$ cat config.mk
export PLATFORM = sky130hd
export DESIGN_NAME = serial_add_ctrl
export DESIGN_NICKNAME = d
export VERILOG_FILES = /design/src/rtl/serial_add_ctrl.sv
export SDC_FILE = /design/constraint.sdc
export NUM_CORES = 1
export LEC_CHECK = 0
export ABC_AREA = 1
export CAP_MARGIN = 10
export CORE_MARGIN = 2
export CORE_UTILIZATION = 30
export DETAILED_ROUTE_END_ITERATION = 8
export PLACE_DENSITY = 0.62
export SYNTH_ARGS = -nofsm -noshare
export SYNTH_HDL_FRONTEND = slang
export SYNTH_SLANG_ARGS = --single-unit
$ cat constraint.sdc
create_clock -name clk -period 1.7 [get_ports clk]
set_input_delay 0.17 -clock clk [delete_from_list [all_inputs] [get_ports clk]]
set_output_delay 0.17 -clock clk [all_outputs]
set_load 0.01 [all_outputs]
$ cat src/rtl/serial_add_ctrl.sv
// -----------------------------------------------------------------------------
// serial_add_ctrl
//
// Bit-serial adder. An accepted start loads both operands and the carry-in
// into internal registers. The block then does one full-adder step per clock,
// LSB first, and publishes result/cout after the last step. One operation
// takes WIDTH RUN cycles plus one DONE cycle.
//
// Optional feature: define SERIAL_SUB_EN to build in subtraction. With it,
// sub=1 at acceptance computes op_a - op_b as op_a + ~op_b + 1. Without it,
// sub is ignored.
//
// Handshake: start is sampled on every rising edge, but it is acted on only
// in IDLE. The operands are captured on the same edge that accepts start.
// While busy=1, start and the operand inputs are ignored. done is a single-
// cycle pulse, and result/cout are valid when done is high. They hold that
// value until the final step of the next operation.
//
// Ports
//   clk      in   clock, rising edge
//   rst_n    in   asynchronous active-low reset
//   start    in   request a new operation (accepted in IDLE only)
//   op_a     in   operand A [WIDTH]
//   op_b     in   operand B [WIDTH]
//   cin_in   in   carry-in
//   sub      in   subtract request (only meaningful with SERIAL_SUB_EN)
//   busy     out  1 in RUN and DONE
//   done     out  one-cycle completion pulse
//   result   out  sum of the last completed operation [WIDTH]
//   cout     out  carry-out of the last completed operation
//   o_state  out  FSM state for debug (0 IDLE, 1 RUN, 2 DONE)
// -----------------------------------------------------------------------------
module serial_add_ctrl #(
    parameter int WIDTH = 8
) (
    input  logic             clk,
    input  logic             rst_n,
    input  logic             start,
    input  logic [WIDTH-1:0] op_a,
    input  logic [WIDTH-1:0] op_b,
    input  logic             cin_in,
    input  logic             sub,
    output logic             busy,
    output logic             done,
    output logic [WIDTH-1:0] result,
    output logic             cout,
    output logic [1:0]       o_state
);

    localparam int CW = (WIDTH > 1) ? $clog2(WIDTH) : 1;

    localparam logic [1:0] S_IDLE = 2'd0;
    localparam logic [1:0] S_RUN  = 2'd1;
    localparam logic [1:0] S_DONE = 2'd2;

    localparam logic [CW-1:0] LAST_STEP = CW'(WIDTH - 1);

    logic [1:0]       r_state;
    logic [WIDTH-1:0] r_a;
    logic [WIDTH-1:0] r_b;
    logic             r_c;
    logic [CW-1:0]    r_cnt;
    logic [WIDTH-1:0] r_sum;
    logic [WIDTH-1:0] r_result;
    logic             r_cout;

    logic [WIDTH-1:0] w_b_load;
    logic             w_c_load;
    logic             w_s;
    logic             w_c_next;
    logic [WIDTH-1:0] w_sum_next;

    // Operand B and the carry as they are loaded on acceptance.
`ifdef SERIAL_SUB_EN
    always_comb begin
        w_b_load = op_b;
        w_c_load = cin_in;
        if (sub) begin
            // Two's-complement subtract: A + ~B + 1. cin_in is ignored.
            w_b_load = ~op_b;
            w_c_load = 1'b1;
        end
    end
`else
    logic w_unused_sub;
    assign w_unused_sub = sub;

    always_comb begin
        w_b_load = op_b;
        w_c_load = cin_in;
    end
`endif

    // Full-adder step on the current LSBs.
    assign w_s        = r_a[0] ^ r_b[0] ^ r_c;
    assign w_c_next   = (r_a[0] & r_b[0]) | (r_b[0] & r_c) | (r_c & r_a[0]);

    // The sum bit enters at the MSB. After WIDTH steps, bit i sits at index i.
    assign w_sum_next = {w_s, r_sum[WIDTH-1:1]};

    always_ff @(posedge clk or negedge rst_n) begin
        if (!rst_n) begin
            r_state  <= S_IDLE;
            r_a      <= '0;
            r_b      <= '0;
            r_c      <= 1'b0;
            r_cnt    <= '0;
            r_sum    <= '0;
            r_result <= '0;
            r_cout   <= 1'b0;
        end else begin
            case (r_state)
                S_IDLE: begin
                    if (start) begin
                        r_a     <= op_a;
                        r_b     <= w_b_load;
                        r_c     <= w_c_load;
                        r_cnt   <= '0;
                        r_state <= S_RUN;
                    end
                end
                S_RUN: begin
                    r_a   <= r_a >> 1;
                    r_b   <= r_b >> 1;
                    r_c   <= w_c_next;
                    r_sum <= w_sum_next;
                    if (r_cnt == LAST_STEP) begin
                        // The last step publishes the result. The counter stays
                        // put instead of wrapping.
                        r_result <= w_sum_next;
                        r_cout   <= w_c_next;
                        r_state  <= S_DONE;
                    end else begin
                        r_cnt <= r_cnt + 1'b1;
                    end
                end
                S_DONE: begin
                    r_state <= S_IDLE;
                end
                default: begin
                    r_state <= S_IDLE;
                end
            endcase
        end
    end

    assign busy    = (r_state != S_IDLE);
    assign done    = (r_state == S_DONE);
    assign result  = r_result;
    assign cout    = r_cout;
    assign o_state = r_state;

endmodule
==> metrics.txt <==
die footprint 0.00634 sq mm; Design Area, Final 0.00218 sq mm; GRT busiest layer met2; Top Ports 34; Finished Layout Cells 297; fin crit share 94.4%; CTS Buf Count 5; Post-Route Utilization 39.7%; final antenna diode count 0; EDFF count, synth 0; H-Tree Depth 2; Post-Place Setup Slack 0.308 ns; grt total ovfl 0; ys flop type dfrtp_1; WL final 3620 microns; die width 79.6 microns; Initial Utilization 31.2%; GP Congestion 0.797; M1 GR Usage 16.6%; Max Cap Violations 0; DRC Markers 0; Final ANT Viol Nets 0; post-synthesis register bit count 38; initial antenna violation count 0; share of layout cells above drive strength 1 9.78%; Via-to-Cell Ratio 4.68; P_leak 1.05 nW; Clock Skews 0.00492 ns; first-pass GRT wire length 6150 microns; CTS tree done; Worst Path Required 1.53 ns; M3 GR Usage 3.39%; Startpoint Class flip-flop; CP Data Arrival Time 1.44 ns; most frequent cells in the layout nand2_1 (63), nand3_1 (38), dfrtp_1 (36); Max FO, Critical Path 7; syn_nets 213; vias in the first global route 1258; Hold Crit Class in -> reg; Clock Path Buffers 2; gr usage total 12.7%; Post-Syn Area 0.00172 sq mm; cell count after synthesis 189; Detail Placement HPWL 2410 microns; highest clock rate 623 MHz; post-synthesis sequential area ratio 55.4%; max-slew violations 0; post-synth top area cell dfrtp_1; Final TNS setup 0 ns; via count 1390; CP Class reg -> out; Clk Latency, worst-skew pair 0.29 ns; Synth async-reset ratio 100%; Pwr per Cell Area 1530 mW/mm^2; Syn Area/Cell 9.08 sq um; Iteration-0 DRC Markers 89; drt wl/cell 12.2 microns; Port Buffers 32; Nets 249; Area contributors post-synth dfrtp_1 (55%), nand2_1 (14%), nand3_1 (11%), nand4_1 (4.7%), inv_1 (2.0%); Slew headroom 67.6%; reg2reg setup slack 0.39 ns; clk root buf clkbuf_8; Worst VDD drop 0.475 mV; Clock Sinks 38; row cnt 27; met2 Usage GRT 20.3%; Cell variety after synth 17; Final Hold Vio Count 0; Pre-antenna DRT Iters 4; Core ar. 0.00551 sq mm; setup ws final 0.0944 ns; dpl cell area 0.00209 sq mm; CP endpoint kind primary output; Area Growth Syn to Fin 27.3%; share of the synthesized area in the top cell type 55.4%; die span in y 79.6 microns; status finished, final reports clean; clock period minus final worst setup slack 1.61 ns; Clock transition at path regs 0.07 ns; Yosys warnings 0; # setup viols final 0; Slew @ Worst Pin 0.486 ns; placed cells 289; largest net degree at the start of global routing 39; commonest non-fill, non-tap cell in the layout nand2_1; RSZ-0062 raised after global routing no
[final cells by class]
| cell class | count | area (sq um) |
|---|---|---|
| fill | 564 | 3320 |
| clock inverter | 2 | 10.0 |
| sequential | 38 | 953 |
| timing repair buffer | 39 | 370 |
| inverter | 11 | 48.8 |
| tap | 72 | 90.1 |
| multi-input combinational | 130 | 643 |
| clock buffer | 5 | 68.8 |
[worst paths after layout]
check                           start          to  depth (start not counted)
hold / removal                op_a[7]      r_a[7]                          3
min in group asynchronous       rst_n    r_sum[5]                          3
max in group asynchronous       rst_n  o_state[0]                          3
hold reg to reg             result[4]   result[4]                          2
setup / recovery           o_state[0]        busy                          3
setup reg to reg             r_cnt[0]   result[7]                          6
[layer usage]
metal / wire length, microns / share of wire [%]
met1: 1710 / 47
met2: 1720 / 47
met3: 150 / 4.1
met4: 44 / 1.2
met5: 0 / 0
[state kept, by name (all words and copies together), names as in the netlist]
register,flops
cout,1
o_state,2
result,8
r_sum,7
r_a,8
r_c,1
r_cnt,3
r_b,8
[cells by family after synthesis]
group	after synthesis	synth area share, %
flops	38	55.4
simple gates	121	33.1
compound gates	6	1.75
fa+ha+maj	3	2.62
buf+inv	21	7.14
[Yosys cell counts, types with 2 or more instances]
cell type	instances
nand2_1	63
dfrtp_1	38
nand3_1	38
nand4_1	13
inv_1	9
o21ai_1	6
buf_2	4
buf_4	3
buf_6	3
nor2_1	3
ha_1	2
inv_4	2
[per-stage QoR]
step / hold slack, ns / power (mW)
final: 0.408 / 3.34
after global routing: 0.418 / 3.64
after CTS: 0.404 / 3.38
after detailed placement: 0.257 / 2.78
after global placement: 0.252 / 2.73
after floorplan: -0.126 / 2.33
[critical path, cell delays in order (launching register included)]
cell and delay, ns:
dfrtp_2 0.48, nor2_1 0.15, inv_1 0.05, clkdlybuf4s50_1 0.47
[repair_timing]
| item | CTS | global route |
|---|---|---|
| endpoints found under the setup margin | 1 | 1 |
| hold buffers | 1 | 0 |
| hold endpoints to repair | 38 | 0 |
| gates resized for setup | 1 | 2 |
| buffers inserted | 0 | 0 |
| pin swaps | 0 | 0 |
| gates cloned | 0 | 0 |
[where the power goes]
part	switching (mW)	leakage [nW]	internal, mW
Clock	0.314	0.0438	0.275
Combinational	0.708	0.510	0.571
Sequential	0.213	0.492	1.25
Total	1.24	1.05	2.10
Note: power is estimated with default switching activity, not from simulation.
